<file path="src/rtl/hex_keypad_scanner_pkg.sv">
`default_nettype none
// ============================================================================
// Package     : keypad_defs
// Description : Shared types and constants for the hex keypad scanner:
//               FSM state encoding, frame-result encoding, row reset pattern,
//               and a helper that classifies one full scan frame.
// Revision    : 1.0 - initial release
// ============================================================================
package keypad_defs;

  localparam int         KEY_W     = 4;
  localparam logic [3:0] ROW_RESET = 4'b1110;

  typedef enum logic [1:0] {
    IDLE       = 2'd0,
    DB_PRESS   = 2'd1,
    PRESSED    = 2'd2,
    DB_RELEASE = 2'd3
  } kp_state_t;

  typedef enum logic [1:0] {
    NONE   = 2'd0,
    SINGLE = 2'd1,
    MULTI  = 2'd2
  } frame_kind_t;

  typedef struct packed {
    frame_kind_t      kind;
    logic [KEY_W-1:0] code;
  } frame_result_t;

  // pressed[4*r+c] is high when the key at row r, column c was seen down.
  function automatic frame_result_t classify_frame(input logic [15:0] pressed);
    frame_result_t res;
    logic [4:0]    n;
    res.kind = NONE;
    res.code = '0;
    n        = '0;
    for (int i = 0; i < 16; i++) begin
      if (pressed[i]) begin
        n        = n + 5'd1;
        res.code = KEY_W'(i);
      end
    end
    if (n == 5'd0)      res.kind = NONE;
    else if (n == 5'd1) res.kind = SINGLE;
    else                res.kind = MULTI;
    return res;
  endfunction

endpackage
`default_nettype wire

</file>
<file path="src/rtl/hex_keypad_scanner_sync2.sv">
`default_nettype none
// ============================================================================
// Module      : keypad_sync2
// Description : 4-bit two-flop synchronizer for the asynchronous column
//               sense lines. Resets to all-ones (no key down).
// Revision    : 1.0 - initial release
// ============================================================================
module keypad_sync2 (
  input  logic       clk,
  input  logic       rst,
  input  logic [3:0] d,
  output logic [3:0] q
);

  logic [3:0] r_meta;
  logic [3:0] r_sync;

  // Two back-to-back flops; idle level of the pulled-up lines is all-ones.
  always_ff @(posedge clk or posedge rst) begin
    if (rst) begin
      r_meta <= 4'b1111;
      r_sync <= 4'b1111;
    end else begin
      r_meta <= d;
      r_sync <= r_meta;
    end
  end

  assign q = r_sync;

endmodule
`default_nettype wire

</file>
<file path="src/rtl/hex_keypad_scanner.sv">
`default_nettype none
// ============================================================================
// Module      : hex_keypad_scanner
// Description : 4x4 hex keypad scanner. Drives one row low per slot, samples
//               synchronized active-low columns, debounces whole frames and
//               emits one-cycle key events plus a 4-digit hex entry register.
//               Optional auto-repeat is compiled in with KEYPAD_REPEAT_EN.
// Revision    : 1.0 - initial release
// ============================================================================
module hex_keypad_scanner
  import keypad_defs::*;
#(
  parameter int SCAN_DIV     = 1000,
  parameter int DEBOUNCE     = 4,
  parameter int REPEAT_DELAY = 50,
  parameter int REPEAT_RATE  = 10
) (
  input  logic             clk,
  input  logic             rst,
  output logic [3:0]       rows,
  input  logic [3:0]       cols,
  input  logic             clr,
  output logic [KEY_W-1:0] key_code,
  output logic             key_valid,
  output logic             key_held,
  output logic [15:0]      num
);

  localparam int                  c_SLOT_W    = $clog2(SCAN_DIV);
  localparam int                  c_CNT_W     = $clog2(DEBOUNCE + 1);
  localparam logic [c_SLOT_W-1:0] c_SLOT_LAST = c_SLOT_W'(SCAN_DIV - 1);
  localparam logic [c_CNT_W-1:0]  c_DB_DONE   = c_CNT_W'(DEBOUNCE);

  logic [3:0]          w_cols_sync;
  logic [c_SLOT_W-1:0] r_slot;
  logic [1:0]          r_row_idx;
  logic [3:0]          r_rows;
  logic [11:0]         r_frame;
  logic                w_slot_last;
  logic                w_frame_end;
  logic [15:0]         w_frame_bits;
  frame_result_t       w_res;
  logic                w_cand_hit;

  kp_state_t           r_state;
  logic [c_CNT_W-1:0]  r_cnt;
  logic [c_CNT_W-1:0]  w_cnt_inc;
  logic [KEY_W-1:0]    r_cand;
  logic [KEY_W-1:0]    r_key_code;
  logic                r_key_valid;
  logic                r_key_held;
  logic [15:0]         r_num;
  logic                w_accept;
  logic                w_repeat;
  logic                w_fire;

  keypad_sync2 u_sync (
    .clk (clk),
    .rst (rst),
    .d   (cols),
    .q   (w_cols_sync)
  );

  assign w_slot_last  = (r_slot == c_SLOT_LAST);
  assign w_frame_end  = w_slot_last && (r_row_idx == 2'd3);
  // Row 3 is never stored: it is classified straight from the synchronizer.
  assign w_frame_bits = {~w_cols_sync, r_frame};
  assign w_res        = classify_frame(w_frame_bits);
  assign w_cand_hit   = (w_res.kind == SINGLE) && (w_res.code == r_cand);
  assign w_cnt_inc    = r_cnt + c_CNT_W'(1);
  assign w_accept     = w_frame_end && (r_state == DB_PRESS) && w_cand_hit &&
                        (w_cnt_inc == c_DB_DONE);
  assign w_fire       = w_accept || w_repeat;

  // Slot timer, row rotation and per-row column capture at each slot end.
  always_ff @(posedge clk or posedge rst) begin
    if (rst) begin
      r_slot    <= '0;
      r_row_idx <= 2'd0;
      r_rows    <= ROW_RESET;
      r_frame   <= '0;
    end else if (w_slot_last) begin
      r_slot    <= '0;
      r_row_idx <= r_row_idx + 2'd1;
      r_rows    <= {r_rows[2:0], r_rows[3]};
      case (r_row_idx)
        2'd0:    r_frame[3:0]  <= ~w_cols_sync;
        2'd1:    r_frame[7:4]  <= ~w_cols_sync;
        2'd2:    r_frame[11:8] <= ~w_cols_sync;
        default: ;
      endcase
    end else begin
      r_slot <= r_slot + c_SLOT_W'(1);
    end
  end

`ifdef KEYPAD_REPEAT_EN
  localparam int c_REP_MAX = (REPEAT_DELAY > REPEAT_RATE) ? REPEAT_DELAY : REPEAT_RATE;
  localparam int c_REP_W   = $clog2(c_REP_MAX + 1);

  logic [c_REP_W-1:0] r_rep;
  logic               r_rep_armed;
  logic [c_REP_W-1:0] w_rep_inc;
  logic [c_REP_W-1:0] w_rep_target;
  logic               w_rep_step;

  assign w_rep_inc    = r_rep + c_REP_W'(1);
  assign w_rep_target = r_rep_armed ? c_REP_W'(REPEAT_RATE) : c_REP_W'(REPEAT_DELAY);
  assign w_rep_step   = w_frame_end && (r_state == PRESSED) && w_cand_hit;
  assign w_repeat     = w_rep_step && (w_rep_inc == w_rep_target);

  // Held-frame counter: first target is the initial delay, then the rate.
  // It holds its value through DB_RELEASE and clears once back in IDLE.
  always_ff @(posedge clk or posedge rst) begin
    if (rst) begin
      r_rep       <= '0;
      r_rep_armed <= 1'b0;
    end else if ((r_state == IDLE) || w_accept) begin
      r_rep       <= '0;
      r_rep_armed <= 1'b0;
    end else if (w_rep_step) begin
      if (w_repeat) begin
        r_rep       <= '0;
        r_rep_armed <= 1'b1;
      end else begin
        r_rep <= w_rep_inc;
      end
    end
  end
`else
  logic w_unused_repeat_cfg;
  assign w_unused_repeat_cfg = ^{32'(REPEAT_DELAY), 32'(REPEAT_RATE)};
  assign w_repeat            = 1'b0;
`endif

  // Debounce FSM (advances only at frame end) and registered key outputs.
  always_ff @(posedge clk or posedge rst) begin
    if (rst) begin
      r_state     <= IDLE;
      r_cnt       <= '0;
      r_cand      <= '0;
      r_key_code  <= '0;
      r_key_valid <= 1'b0;
      r_key_held  <= 1'b0;
      r_num       <= '0;
    end else begin
      r_key_valid <= w_fire;
      if (w_fire) begin
        r_key_code <= r_cand;
        r_num      <= clr ? {12'h000, r_cand} : {r_num[11:0], r_cand};
      end else if (clr) begin
        r_num <= '0;
      end

      if (w_frame_end) begin
        case (r_state)
          IDLE: begin
            if (w_res.kind == SINGLE) begin
              r_state <= DB_PRESS;
              r_cand  <= w_res.code;
              r_cnt   <= c_CNT_W'(1);
            end
          end
          DB_PRESS: begin
            if (w_cand_hit) begin
              r_cnt <= w_cnt_inc;
              if (w_cnt_inc == c_DB_DONE) begin
                r_state    <= PRESSED;
                r_key_held <= 1'b1;
              end
            end else begin
              r_state <= IDLE;
            end
          end
          PRESSED: begin
            // Extra keys (ghosting/rollover) are ignored while held.
            if (w_res.kind == NONE) begin
              r_state <= DB_RELEASE;
              r_cnt   <= c_CNT_W'(1);
            end
          end
          DB_RELEASE: begin
            if (w_res.kind == NONE) begin
              r_cnt <= w_cnt_inc;
              if (w_cnt_inc == c_DB_DONE) begin
                r_state    <= IDLE;
                r_key_held <= 1'b0;
              end
            end else begin
              r_state <= PRESSED;
            end
          end
          default: r_state <= IDLE;
        endcase
      end
    end
  end

  assign rows      = r_rows;
  assign key_code  = r_key_code;
  assign key_valid = r_key_valid;
  assign key_held  = r_key_held;
  assign num       = r_num;

endmodule
`default_nettype wire

</file>
<file path="config.mk">
export PLATFORM = sky130hd
export DESIGN_NAME = hex_keypad_scanner
export DESIGN_NICKNAME = d
export VERILOG_FILES = /design/src/rtl/hex_keypad_scanner_pkg.sv /design/src/rtl/hex_keypad_scanner_sync2.sv /design/src/rtl/hex_keypad_scanner.sv
export SDC_FILE = /design/constraint.sdc
export NUM_CORES = 1
export LEC_CHECK = 0
export BUFFER_PORTS_ARGS = -buffer_cell sky130_fd_sc_hd__buf_2
export CAP_MARGIN = 10
export CELL_PAD_IN_SITES_DETAIL_PLACEMENT = 1
export CELL_PAD_IN_SITES_GLOBAL_PLACEMENT = 2
export CORE_MARGIN = 8
export CORE_UTILIZATION = 25
export CTS_CLUSTER_DIAMETER = 50
export CTS_CLUSTER_SIZE = 20
export DETAILED_ROUTE_END_ITERATION = 16
export PLACE_DENSITY = 0.65
export RECOVER_POWER = 50
export SYNTH_ARGS = -nofsm -noshare
export SYNTH_HDL_FRONTEND = slang
export SYNTH_SLANG_ARGS = --single-unit
</file>
<file path="constraint.sdc">
create_clock -name clk -period 10.9 [get_ports clk]
set_input_delay 2.18 -clock clk [delete_from_list [all_inputs] [get_ports clk]]
set_output_delay 2.18 -clock clk [all_outputs]
set_load 0.02 [all_outputs]
</file>
Yosys cells after proc, flatten, opt, wreduce, memory -nomap -nowiden:

Index checks and enable logic that the tools add are counted.
W data, S select, Z words.

* bits of input ports: 7
* output and inout bits: 26
* register bits: 67

* equal/unequal tests: 19
* reduce and logical (&&, ||, !) cells: 18
* add/subtract/negate cells: 18
* mux-type cells: 54
* bitwise operators: 1

Operators by type and width (count)
* $add A5 B1 Y5 const B: 15
* $mux W5: 15
* $mux W4: 14
* $mux W16: 3
* $mux W2: 8
* $mux W3: 4
* $pmux W3 S4: 1
* $add A10 B1 Y10 const B: 1
* $eq A10 B10 Y1 const B: 1
* $mux W10: 1
* $ne A2 B2 Y1 const B: 5
* $reduce_and A5 Y1: 2
* $eq A2 B2 Y1 const B: 4
* $pmux W2 S4: 1
* $eq A2 B1 Y1 const B: 3
* $logic_not A2 Y1: 3
* $mux W1: 6
* $reduce_and A2 Y1: 3
* $reduce_and A6 Y1: 1
* $eq A5 B1 Y1 const B: 1
* $logic_and A1 B1 Y1: 5
* $logic_not A5 Y1: 1
* $eq A4 B4 Y1: 1
* $not A4 Y4: 1
* 9 further kinds: 10

Logic depth before layout (Yosys ltp):

Gate-level depths: netlist of run 1.

* depth in word-level cells: 39
* mapped depth: 56

By module:

From an unflattened synthesis of run 1, not the netlist that was laid out.

* cells, all modules: 549
* area total of the unflattened synthesis: 5096.1 um^2

By module, submodules not included
* hex_keypad_scanner: cells an instance 540, area an instance 4882.2 um^2, times used 1, seq. area each 1480.2 um^2
* keypad_sync2: cells an instance 9, area an instance 214.0 um^2, times used 1, seq. area each 210.2 um^2

Worst setup path after synthesis of run 1:

Ideal clock, no wire load.

* kind: register to register
* from: register r_frame[1]
* to: register r_key_code[0] (netlist: key_code[0])
* data arrival time: 10.179 ns
* library setup time: 0.125 ns
* path slack: 0.596 ns
* path buffers: 1
* clock period less this slack: 10.304 ns
* stages on the path, launching flop included: 55
* cell sequence: dfrtp_1 -> inv_1 -> ha_1 -> xor2_1 -> ha_1 -> nand2_1 -> o31ai_1 -> ha_1 -> mux2_2 -> ha_1 -> nor2b_1 -> or3b_2 -> inv_1 -> ha_1 -> nand2_1 -> o21ai_0 -> ha_1 -> nand2b_1 -> [19 not listed] -> nand2_1 -> o21ai_0 -> ha_1 -> o21ai_0 -> a31oi_1 -> ha_1 -> nor2b_1 -> a21oi_1 -> inv_1 -> ha_1 -> nor3b_1 -> maj3_1 -> o211ai_2 -> mux2i_4 -> xnor2_2 -> nor4_4 -> buf_6 -> mux2_4

* word-level cells in the longest chain between the ends: 36
* elaborated cells between the ends (all ways): 53
* those cells by class: add/sub (14); eq/ne (3); mux (32); reduce/logical (4)

RTL lines
* start: declaration: line hex_keypad_scanner.sv:38 `logic [11:0] r_frame;`
* start signal: assignment: line hex_keypad_scanner.sv:87 `2'd0: r_frame[3:0] <= ~w_cols_sync;`
* $mux W5: line hex_keypad_scanner_pkg.sv:40 `if (pressed[i]) begin`
* $add A5 B1 Y5: line hex_keypad_scanner_pkg.sv:41 `n = n + 5'd1;`
* $mux W5: line hex_keypad_scanner_pkg.sv:40
* $add A5 B1 Y5: line hex_keypad_scanner_pkg.sv:41
* $mux W5: line hex_keypad_scanner_pkg.sv:40
* $add A5 B1 Y5: line hex_keypad_scanner_pkg.sv:41
* $mux W5: line hex_keypad_scanner_pkg.sv:40
* $add A5 B1 Y5: line hex_keypad_scanner_pkg.sv:41
* [19 not listed]
* $add A5 B1 Y5: line hex_keypad_scanner_pkg.sv:41
* $mux W5: line hex_keypad_scanner_pkg.sv:40
* $eq A5 B1 Y1: line hex_keypad_scanner_pkg.sv:46 `else if (n == 5'd1) res.kind = SINGLE;`
* $mux W2: line hex_keypad_scanner_pkg.sv:46
* $mux W2: line hex_keypad_scanner_pkg.sv:45 `if (n == 5'd0) res.kind = NONE;`
* $eq A2 B1 Y1: line hex_keypad_scanner.sv:69 `assign w_cand_hit = (w_res.kind == SINGLE) && (w_res.code == r_cand);`
* $logic_and A1 B1 Y1 *: line hex_keypad_scanner.sv:69
* $logic_and A1 B1 Y1 * (2 in series): line hex_keypad_scanner.sv:71 `assign w_accept = w_frame_end && (r_state == DB_PRESS) && w_cand_hit &&`
* end signal: assignment: line hex_keypad_scanner.sv:149 `r_key_code <= r_cand;`
* end: declaration: line hex_keypad_scanner.sv:49 `logic [KEY_W-1:0] r_key_code;`

Mark *: on every way between the ends. The rest lies on a longest branch, timed or not.
A chain may end at the register's enable or synchronous reset.

Worst setup path after layout of run 1:

* from: register r_frame[1]
* to: register r_cand[3]

* word-level cells in the longest chain between the ends: 34
* elaborated cells between the ends (all ways): 35
* those cells by class: add/sub (14); eq/ne (2); mux (17); reduce/logical (2)

RTL lines
* $mux W5 *: line hex_keypad_scanner_pkg.sv:40
* $add A5 B1 Y5: line hex_keypad_scanner_pkg.sv:41
* $mux W5 *: line hex_keypad_scanner_pkg.sv:40
* $add A5 B1 Y5: line hex_keypad_scanner_pkg.sv:41
* $mux W5 *: line hex_keypad_scanner_pkg.sv:40
* $add A5 B1 Y5: line hex_keypad_scanner_pkg.sv:41
* $mux W5 *: line hex_keypad_scanner_pkg.sv:40
* $add A5 B1 Y5: line hex_keypad_scanner_pkg.sv:41
* [18 not listed]
* $mux W5 *: line hex_keypad_scanner_pkg.sv:40
* $add A5 B1 Y5: line hex_keypad_scanner_pkg.sv:41
* $mux W5 *: line hex_keypad_scanner_pkg.sv:40
* $eq A5 B1 Y1: line hex_keypad_scanner_pkg.sv:46
* $mux W2: line hex_keypad_scanner_pkg.sv:46
* $mux W2 *: line hex_keypad_scanner_pkg.sv:45
* $eq A2 B1 Y1 *: line hex_keypad_scanner.sv:158 `if (w_res.kind == SINGLE) begin`
* $reduce_and A3 Y1 (no source line) *
* end signal: assignment: line hex_keypad_scanner.sv:160 `r_cand <= w_res.code;`
* end: declaration: line hex_keypad_scanner.sv:48 `logic [KEY_W-1:0] r_cand;`

Marks and branches as above.

==> results by group, run 1 <==
Timing
  – Setup Total Neg Slack: 0 ns
  – Max Slew Vio Count: roughly 70
  – Ratio of final minimum period to clock period: 0.948
  – Fmax achieved: slightly below 100 MHz
  – Tmin final: approximately 10 ns
  – Setup ws final: about 0.57 ns
  – Worst-Margin Slew: 3.63 ns
  – Slew headroom: -1.42
  – Setup Viol. Count Final: 0
  – Final Skew: around 0.0052 ns
  – Final Hold Viols: 0

Drt
  – DR vias/cell: 4.68
  – Post-DRT Antenna Nets: 0
  – Via count: between 3000 and 4000
  – DRC viols: 0
  – DR iter-0 viols: 82
  – 1st-pass router iterations: 4
  – Wire length per cell: about 15 um
  – WL final: around 12 mm

Clock network
  – H-tree levels: 3
  – Cts hold-fix bufs: 0
  – Clk sinks: 67
  – CTS Buffer Depth: 2
  – Worst-Skew Late Latency: 0.33 ns
  – CTS tree: yes
  – Reg clk slew, reported paths: approximately 0.06 ns
  – Inserted Clock Buffers: 9
  – Root buffer cell: clkbuf_16

Worst setup path
  – Setup crit start kind: flip-flop
  – Reg2Reg Capture Point: r_cand[3]$_DFFE_PP0P_
  – FF-to-FF setup slack: roughly 0.57 ns
  – Crit path capture: r_cand[3]$_DFFE_PP0P_
  – Worst Setup SP: r_frame[1]$_DFFE_PP0P_
  – Critical path arrival: 10.54 ns
  – Critical path required time: approximately 11 ns
  – Reg2Reg Launch Point: r_frame[1]$_DFFE_PP0P_
  – Crit path largest cell delay: approximately 0.51 ns
  – Critical Path Slowest Stage Cell: or3b_2
  – CP dominant cell by count: ha_1
  – FF-to-FF path depth: between 50 and 60
  – Crit path max fanout: 4
  – Crit. End Element: flip-flop
  – CP Class: reg2reg

Outcome
  – Violated checks: max-capacitance violations, max-slew violations
  – Outcome: finished with violations

Yosys
  – Yosys warns: 0
  – #FFs+latches synth: between 60 and 70
  – Fraction of registers with async set/reset: 1.00
  – Syn Std Cell Area: about 0.0047 sq mm
  – EDFF count, synth: 0
  – Post-synthesis cell count: 482
  – Mean post-synth cell area: 9.76 sq um
  – Cell variety after synth: 67
  – Register area share after synthesis: 0.359
  – Syn_nets: roughly 510
  – Main synth FF type: dfrtp_1

Placement
  – Dpl cell area: about 0.0052 sq mm
  – Final HPWL DP: 8.82 mm
  – IO Port Bufs: 32
  – Post-place setup slack: between 0.15 and 0.2 ns
  – Placed insts: 750
  – GP Congestion: 0.738

Finish
  – Multi-input gate area: just under 0.003 sq mm
  – FILL cells: around 2100
  – Most frequent cells in the layout: dfrtp_1 (55), nand2_1 (50), buf_2 (32)
  – Reg area: 0.00169 sq mm
  – N_diodes: 0
  – Area Growth Syn to Fin: 19.6%
  – Final std cells w/o fill: roughly 770
  – Share of post-route cells with drive strength above 1: 0.242
  – Commonest non-fill, non-tap cell in the layout: dfrtp_1
  – Final net count: ~560
  – Fin area: 0.00563 sq mm

Floorplanning
  – Io pins: 33
  – Initial core utilization: 0.253
  – Die height: between 150 and 200 um
  – DIE AREA: around 0.023 sq mm
  – Die width: around 150 um
  – Core box area: approximately 0.019 sq mm
  – Rows: 50

Global routing
  – Busiest grt layer: met2
  – Met1 Use GR: 0.124
  – Antenna violations before repair: 0
  – Largest net degree at the start of global routing: between 60 and 70
  – Number of global-route vias before repair: slightly below 4000
  – Gr usage total: 0.101
  – Grt ovf: 0
  – Met3 global-route usage: 0.0237
  – First-pass GRT wire length: 19.7 mm
  – Met2 Usage GRT: 0.176

Pwr
  – LEAKAGE: between 2 and 3 nW
  – Power Density: 97.2 mW/mm^2
  – Worst VDD drop: between 0.07 and 0.08 mV

Hold path
  – HP Class: reg2reg

Flow run
  – Max-cap violations: 1
## synth_stat cells (all sizes together) (7+ instances only)
| cell type | n | area (sq um) |
|---|---|---|
| dfrtp | 56 | 1400 |
| nand2 | 52 | 198 |
| o21ai | 30 | 150 |
| xnor2 | 30 | 297 |
| inv | 27 | 104 |
| mux2i | 24 | 253 |
| ha | 22 | 275 |
| xor2 | 21 | 184 |
| nor2 | 20 | 75.1 |
| nand2b | 19 | 119 |
| nand3 | 17 | 85.1 |
| clkbuf | 15 | 56.3 |
| mux2 | 12 | 143 |
| a21oi | 11 | 55.1 |
| dfstp | 11 | 289 |
| nor2b | 10 | 62.6 |
| nor3 | 10 | 50.1 |
| xnor3 | 8 | 184 |
| nor3b | 7 | 52.6 |
## metrics by stage
stage	hold slack, ns	power (W)	utilization
3_5_place_dp	0.347	0.000288	0.282
2_1_floorplan	0.345	0.000278	-
5_1_grt	0.357	0.000572	0.303
6_report	0.355	0.000547	0.303
3_3_place_gp	0.346	0.000288	0.282
4_1_cts	0.355	0.000557	0.297
## metal layers
layer / wire length [um] / vias to the layer above
li1: - / 1788
met1: 5430 / 1797
met2: 5740 / 19
met3: 239 / 7
met4: 105 / 0
met5: 0 / -
## power breakdown
group / switching (W) / total [W] / internal, W
clock network: 0.000104 / 0.000263 / 0.000159
logic: 0.0000167 / 0.0000286 / 0.0000120
registers: 0.00000391 / 0.000256 / 0.000252
total: 0.000125 / 0.000547 / 0.000423
## cells by family after synthesis
logic type	synth area share
simple gates	0.185
compound gates	0.128
flops	0.359
xor+xnor	0.141
buf+inv	0.0415
mux	0.0841
fa+ha+maj	0.0607
## cell type report
class	instances	share of cell area
inverters	27	0.0185
well taps	234	0.0520
clock buffers	11	0.0431
flip-flops and latches	67	0.301
repair buffers	60	0.0674
multi-input cells	368	0.513
clock inverters	5	0.00511
## flip-flops by register name, indices dropped and copies added, names as in the netlist, 4 cells and up
signal	cells
u_sync.q	4
r_frame	12
r_slot	10
num	16
rows	4
r_cand	4
key_code	4
u_sync.r_meta	4
## worst min-delay path by stage
stage	start	endpoint	cells after the start
6_report	u_sync.r_meta[0]$_DFF_PP1_	u_sync.q[0]$_DFF_PP1_	0
2_1_floorplan	u_sync.r_meta[0]$_DFF_PP1_	u_sync.q[0]$_DFF_PP1_	0
5_1_grt	u_sync.r_meta[2]$_DFF_PP1_	u_sync.q[2]$_DFF_PP1_	0
3_5_place_dp	u_sync.r_meta[3]$_DFF_PP1_	u_sync.q[3]$_DFF_PP1_	0
3_3_place_gp	u_sync.r_meta[2]$_DFF_PP1_	u_sync.q[2]$_DFF_PP1_	0
4_1_cts	u_sync.r_meta[3]$_DFF_PP1_	u_sync.q[3]$_DFF_PP1_	0
## worst max-delay path, delay by kind of cell (launching register included)
family	cells	cell delay (ns)
AO/OA/AOI/OAI	13	1.63
XOR/XNOR	2	0.36
adder cells (fa/ha/maj)	15	4.37
buffers and inverters	7	0.68
flip-flops	1	0.37
multiplexers	3	0.71
AND/OR/NAND/NOR	15	2.05
## repair_timing
action / 4_1_cts / 5_1_grt
setup endpoints to repair: 0 / 31
buffers inserted: 0 / 6
resized for setup: 0 / 17
Power figures use the tool's default switching activity.
==> run 2, diff against run 1 <==
PLACE_DENSITY = 0.63   (was 0.65)
clock period = 13.1 ns   (was 10.9 ns; I/O delays follow)
==> run 2 against run 1 <==
Against the previous run:
- the run still ends with max-capacitance violations, max-slew violations left
- cell count is 3.2% lower
- global-route usage is 0.12 points lower
- final area is 4.2% lower
- first-iteration DRC count is 85% higher
- combinational power is 27% lower
- routed wire length is 3.3% lower
- worst setup slack better by 0.58 ns
- non-clock buffer count is 25 lower
- clock skew is 0.0036 ns higher
- critical path depth is 1 lower
- critical endpoint is now num[15]$_DFFE_PP0P_
- highest routed layer unchanged
==> results by group, run 2 (synthesis results as in run 1) <==
Floorplanning
  – Rows: 50 (unchanged)
  – Die width: 153 um (unchanged)
  – Die height: 153 um (unchanged)
  – Core box area: 0.0186 sq mm (unchanged)
  – Initial core utilization: 0.253 (unchanged)
  – Io pins: 33 (unchanged)
  – DIE AREA: 0.0235 sq mm (unchanged)

Worst setup path
  – Critical path arrival: 12.19 ns (+1.65 ns)
  – Crit. End Element: flip-flop
  – CP Class: reg2reg
  – Setup crit start kind: flip-flop
  – Critical Path Slowest Stage Cell: nor4_4
  – Crit path max fanout: 13 (+9)
  – Crit path largest cell delay: 0.92 ns (+0.41 ns)
  – CP dominant cell by count: ha_1
  – Critical path required time: 13.35 ns (+2.24 ns)

Finish
  – Final net count: 537 (-4.4%)
  – Most frequent cells in the layout: dfrtp_1 (56), nand2_1 (51), buf_2 (32)
  – N_diodes: 0 (unchanged)
  – Commonest non-fill, non-tap cell in the layout: dfrtp_1
  – Max FFs per register: 16 (unchanged)
  – Share of post-route cells with drive strength above 1: 0.181 (-0.0603)
  – Area Growth Syn to Fin: 14.6%
  – Finished Core Util: 0.290 (-0.0129)

Timing
  – Final Hold Viols: 0 (unchanged)
  – Fmax achieved: 83.7 MHz (-14%)
  – RSZ-0062 raised after global routing: false
  – Ratio of final minimum period to clock period: 0.912 (-0.0358)
  – Setup Total Neg Slack: 0 ns (unchanged)
  – Final Skew: 0.00879 ns (+0.00362 ns)
  – Setup Viol. Count Final: 0 (unchanged)
  – Worst-Margin Slew: 3.56 ns (-0.0691 ns)
  – Max Slew Vio Count: 68 (unchanged)
  – Slew headroom: -1.37 (+0.0461)
  – Tmin final: 11.95 ns (+1.62 ns)
  – Setup ws final: 1.15 ns (+0.584 ns)

Drt
  – Via count: 3501 (-3.0%)
  – Post-DRT Antenna Nets: 0 (unchanged)
  – Wire length per cell: 14.9 um (about the same)
  – DRC viols: 0 (unchanged)
  – WL final: 11.1 mm (-3.3%)
  – 1st-pass router iterations: 4 (unchanged)
  – Top sig layer: met4
  – DRT met1 WL: 5.36 mm (-1.2%)
  – Met3 Wirelength: 192 um (-20%)
  – DR iter-0 viols: 152 (+85%)
  – Met2 WL post-DR: 5.50 mm (-4.3%)
  – DR vias/cell: 4.69 (+0.20%)

Clock network
  – Worst-Skew Late Latency: 0.33 ns (about the same)
  – Setup bufs post-CTS: 0 (unchanged)
  – Reg clk slew, reported paths: 0.06 ns (about the same)
  – CTS tree: yes
  – Clk sinks: 67 (unchanged)
  – Inserted Clock Buffers: 9 (unchanged)
  – Cts hold-fix bufs: 0 (unchanged)
  – CTS Buffer Depth: 2 (unchanged)
  – Root buffer cell: clkbuf_16
  – # resized after CTS: 0 (unchanged)
  – H-tree levels: 3 (unchanged)

Placement
  – Final HPWL DP: 8.62 mm (-2.2%)
  – IO Port Bufs: 32 (unchanged)
  – Post-place setup slack: 1.12 ns (+0.947 ns)
  – GP Congestion: 0.728 (-1.3%)

Global routing
  – Antenna violations before repair: 0 (unchanged)
  – Gr usage total: 0.100 (-0.00124)
  – First-pass GRT wire length: 19.5 mm (-0.91%)
  – Grt ovf: 0 (unchanged)
  – Number of global-route vias before repair: 3806 (-2.9%)
  – Largest net degree at the start of global routing: 68 (unchanged)

Hold path
  – HP Class: reg2reg

Flow run
  – Max-cap violations: 1 (unchanged)

Outcome
  – Violated checks: max-capacitance violations, max-slew violations
  – Outcome: finished with violations

Pwr
  – Worst VDD drop: 0.0579 mV (-25%)
  – LEAKAGE: 2.43 nW (-5.1%)
  – Power Density: 88.6 mW/mm^2 (-8.8%)
## run 2: layout make-up
type | instances | area, sq um
Multi-Input combinational cell | 368 | 2820
Tap cell | 234 | 293
Inverter | 27 | 104
Sequential cell | 67 | 1690
Clock buffer | 10 | 239
Timing Repair Buffer | 35 | 179
Clock inverter | 6 | 65.1
Fill cell | 2122 | 13200
## run 2: layer usage
| layer | vias to the layer above | global-route usage |
|---|---|---|
| met2 | 22 | 0.168 |
| met3 | 5 | 0.0211 |
| li1 | 1741 | - |
| met5 | - | 0 |
| met4 | 0 | 0.0254 |
| met1 | 1733 | 0.128 |
## run 2: report_power, final
group	internal [W]	leakage, nW	switching [W]	total (W)
logic	0.00000790	1.40	0.0000129	0.0000208
registers	0.000209	0.883	0.00000312	0.000213
clock network	0.000152	0.148	0.0000917	0.000244
total	0.000370	2.43	0.000108	0.000477
## run 2: final timing paths
| kind | startpoint | to | slack, ns | depth (start not counted) |
|---|---|---|---|---|
| max in group asynchronous | rst | r_frame[8]$_DFFE_PP0P_ | 7.43 | 3 |
| worst min-delay path | u_sync.r_meta[3]$_DFF_PP1_ | u_sync.q[3]$_DFF_PP1_ | 0.35 | 0 |
| worst min register to register | u_sync.r_meta[3]$_DFF_PP1_ | u_sync.q[3]$_DFF_PP1_ | 0.35 | 0 |
| worst max register to register | r_frame[1]$_DFFE_PP0P_ | num[15]$_DFFE_PP0P_ | 1.15 | 54 |
| worst max-delay path | r_frame[1]$_DFFE_PP0P_ | num[15]$_DFFE_PP0P_ | 1.15 | 54 |
| min in group asynchronous | rst | r_slot[8]$_DFF_PP0_ | 3.68 | 3 |
## run 2: worst max-delay path, delay by kind of cell, from the launching register on
family	cells	cell delay, ns
fa+ha+maj	15	4.53
compound gates	13	2.15
buf+inv	6	0.68
mux	3	0.60
xor+xnor	2	0.59
flops	1	0.38
simple gates	15	2.94
## run 2: metrics by stage
step / cells / power (W) / area [sq um] / hold slack, ns
after floorplan: 482 / 0.000232 / 4700 / 0.345
after global placement: 731 / 0.000237 / 5090 / 0.348
after detailed placement: 731 / 0.000238 / 5090 / 0.349
after CTS: 747 / 0.000486 / 5390 / 0.354
after global routing: 747 / 0.000499 / 5390 / 0.359
final: 747 / 0.000477 / 5390 / 0.353
==> run 3, diff against run 2 <==
PLACE_DENSITY = 0.65   (was 0.63)
TNS_END_PERCENT = 5   (was not set)
clock period = 9.7 ns   (was 13.1 ns; I/O delays follow)
==> run 3 against run 2 <==
Against the previous run:
- the run still ends with max-capacitance violations, max-slew violations left
- critical path depth grew 3
- largest power group unchanged
- routed wire length increased by 18%
- worst setup slack worse by 1.1 ns
- power increased by 40%
- die area is the same
- worst hold slack improved by 0.0038 ns
- final area is 19% higher
- sequential power rose by 35%
- non-clock buffer count up 87
- combinational power is 84% higher
==> results by group, run 3 (synthesis results as in run 1) <==
Outcome
  – Outcome: finished with violations
  – Violated checks: max-capacitance violations, max-slew violations

Worst setup path
  – FF-to-FF path depth: 57 (+5.6%)
  – Crit path largest cell delay: 0.49 ns (-0.43 ns)
  – Crit. End Element: flip-flop
  – CP dominant cell by count: buf_4
  – Reg2Reg Capture Point: key_code[3]$_DFFE_PP0P_
  – Critical Path Slowest Stage Cell: xnor3_1
  – Critical path required time: 9.91 ns (-3.44 ns)
  – CP Class: reg2reg
  – Setup crit start kind: flip-flop
  – Reg2Reg Launch Point: r_frame[0]$_DFFE_PP0P_
  – Critical path arrival: 9.83 ns (-2.36 ns)
  – FF-to-FF setup slack: 0.08 ns (-1.07 ns)
  – Crit path max fanout: 4 (-9)

Pwr
  – Worst VDD drop: 0.0933 mV (+61%)
  – Power Total: 0.000670 W (+40%)
  – Power Density: 104 mW/mm^2 (+18%)
  – LEAKAGE: 2.95 nW (+21%)

Drt
  – DRC viols: 0 (unchanged)
  – 1st-pass router iterations: 4 (unchanged)
  – DR vias/cell: 4.70 (+0.21%)
  – Wire length per cell: 15.8 um (+6.1%)
  – WL final: 13.2 mm (+18%)
  – Via count: 3917 (+12%)
  – Post-DRT Antenna Nets: 0 (unchanged)
  – DR iter-0 viols: 120 (-21%)

Timing
  – Fmax achieved: 104 MHz (+24%)
  – Fin Hold WS: 0.357 ns (+0.00375 ns)
  – Final Hold Viols: 0 (unchanged)
  – Max Slew Vio Count: 68 (unchanged)
  – RSZ-0062 raised after global routing: true
  – Tmin final: 9.62 ns (-2.33 ns)
  – Setup Viol. Count Final: 0 (unchanged)
  – Worst-Margin Slew: 3.67 ns (+0.110 ns)
  – Final Skew: 0.00948 ns (+0.000694 ns)
  – Slew headroom: -1.45 (-0.0735)
  – Ratio of final minimum period to clock period: 0.992 (+0.0797)

Floorplanning
  – DIE AREA: 0.0235 sq mm (unchanged)
  – Initial core utilization: 0.253 (unchanged)
  – Die height: 153 um (unchanged)
  – Core box area: 0.0186 sq mm (unchanged)
  – Io pins: 33 (unchanged)
  – Die width: 153 um (unchanged)
  – Rows: 50 (unchanged)

Global routing
  – First-pass GRT wire length: 21.6 mm (+11%)
  – Grt ovf: 0 (unchanged)
  – Antenna violations before repair: 0 (unchanged)
  – Largest net degree at the start of global routing: 68 (unchanged)
  – Number of global-route vias before repair: 4367 (+15%)
  – Gr usage total: 0.112 (+0.0125)

Clock network
  – Inserted Clock Buffers: 9 (unchanged)
  – Reg clk slew, reported paths: 0.05 ns (about the same)
  – CTS Buffer Depth: 2 (unchanged)
  – Root buffer cell: clkbuf_16
  – H-tree levels: 3 (unchanged)
  – Worst-Skew Late Latency: 0.33 ns (about the same)
  – Clk sinks: 67 (unchanged)
  – CTS tree: yes

Placement
  – GP Congestion: 0.750 (+3.0%)
  – IO Port Bufs: 32 (unchanged)
  – Dpl cell area: 0.00546 sq mm (+7.3%)
  – Final HPWL DP: 9.14 mm (+6.0%)

Finish
  – Share of post-route cells with drive strength above 1: 0.373 (+0.192)
  – N_diodes: 0 (unchanged)
  – FILL cells: 2078 (-2.1%)
  – Max FFs per register: 16 (unchanged)
  – Final net count: 624 (+16%)
  – Most frequent cells in the layout: buf_4 (84), dfrtp_1 (56), nand2_1 (47)
  – Commonest non-fill, non-tap cell in the layout: buf_4
  – Fin area: 0.00643 sq mm (+19%)
  – Multi-input gate area: 0.00318 sq mm (+13%)
  – Finished Core Util: 0.346 (+0.0562)
  – Area Growth Syn to Fin: 36.8%
  – Reg area: 0.00169 sq mm (unchanged)

Hold path
  – Worst hold start: u_sync.r_meta[3]$_DFF_PP1_
  – Hold depth: 0 (unchanged)
  – Min-Delay Endpoint: u_sync.q[3]$_DFF_PP1_
  – HP Class: reg2reg

Flow run
  – Max-cap violations: 1 (unchanged)
## run 3: cell count changes in the layout (fill, tap and decap cells not counted), moves of 5 or more
cell,delta
ha_1,-9
ha_4,+8
buf_6,+5
buf_4,+82
inv_2,+6
o21ai_0,-5
inv_1,-6
## run 3: where the power goes
part           leakage [nW]   total, W  internal [W]  switching, W
clock                 0.151   0.000344      0.000232      0.000111
combinational          1.92  0.0000382     0.0000170     0.0000212
sequential            0.883   0.000288      0.000283    0.00000523
total                  2.95   0.000670      0.000532      0.000138
## run 3: layout make-up
cell class / count / area share
multi-input combinational: 368 / 0.494
sequential: 67 / 0.263
timing repair buffer: 122 / 0.132
tap: 234 / 0.0455
clock buffer: 14 / 0.0395
inverter: 27 / 0.0161
clock inverter: 2 / 0.00934
## run 3: worst max path at each step
stage                                       from                       to  slack, ns
after floorplan           r_frame[1]$_DFFE_PP0P_  key_code[0]$_DFFE_PP0P_      0.008
after global placement    r_frame[1]$_DFFE_PP0P_  key_code[1]$_DFFE_PP0P_       0.02
after detailed placement  r_frame[1]$_DFFE_PP0P_       num[0]$_DFFE_PP0P_      -0.39
after CTS                 r_frame[0]$_DFFE_PP0P_  key_code[3]$_DFFE_PP0P_      0.006
after global routing      r_frame[0]$_DFFE_PP0P_  key_code[3]$_DFFE_PP0P_      -0.40
final                     r_frame[0]$_DFFE_PP0P_  key_code[3]$_DFFE_PP0P_       0.08
## run 3: through the flow
| stage | cells | setup slack (ns) | TNS [ns] |
|---|---|---|---|
| finish | 834 | 0.0823 | 0 |
| global route | 834 | -0.400 | -9.74 |
| CTS | 824 | 0.00576 | 0 |
| detailed placement | 769 | -0.387 | -8.86 |
| global placement | 769 | 0.0177 | 0 |
| floorplan | 482 | 0.00847 | 0 |
## run 3: repair_timing
item	4_1_cts	5_1_grt
buffers inserted	38	10
pin swaps	14	26
gates cloned	1	0
endpoints found under the setup margin	31	31
gates resized for setup	15	43
hold buffers	0	0
## run 3: critical path, delay by kind of cell (launching register included)
family                   cells  cell delay, ns
AO/OA/AOI/OAI                3            0.30
XOR/XNOR                     4            1.25
adder cells (fa/ha/maj)      5            1.25
buffers and inverters       36            4.39
flip-flops                   1            0.38
multiplexers                 2            0.58
AND/OR/NAND/NOR              7            1.34
## run 3: routing by layer
metal  vias up  track usage  wire length, um  part of all wire
li1       1912            -                -                 -
met2        36        0.199             6900              0.52
met3        20       0.0248              256             0.019
met4         0       0.0368              242             0.018
met5         -            0                0                 0
met1      1949        0.132             5810              0.44
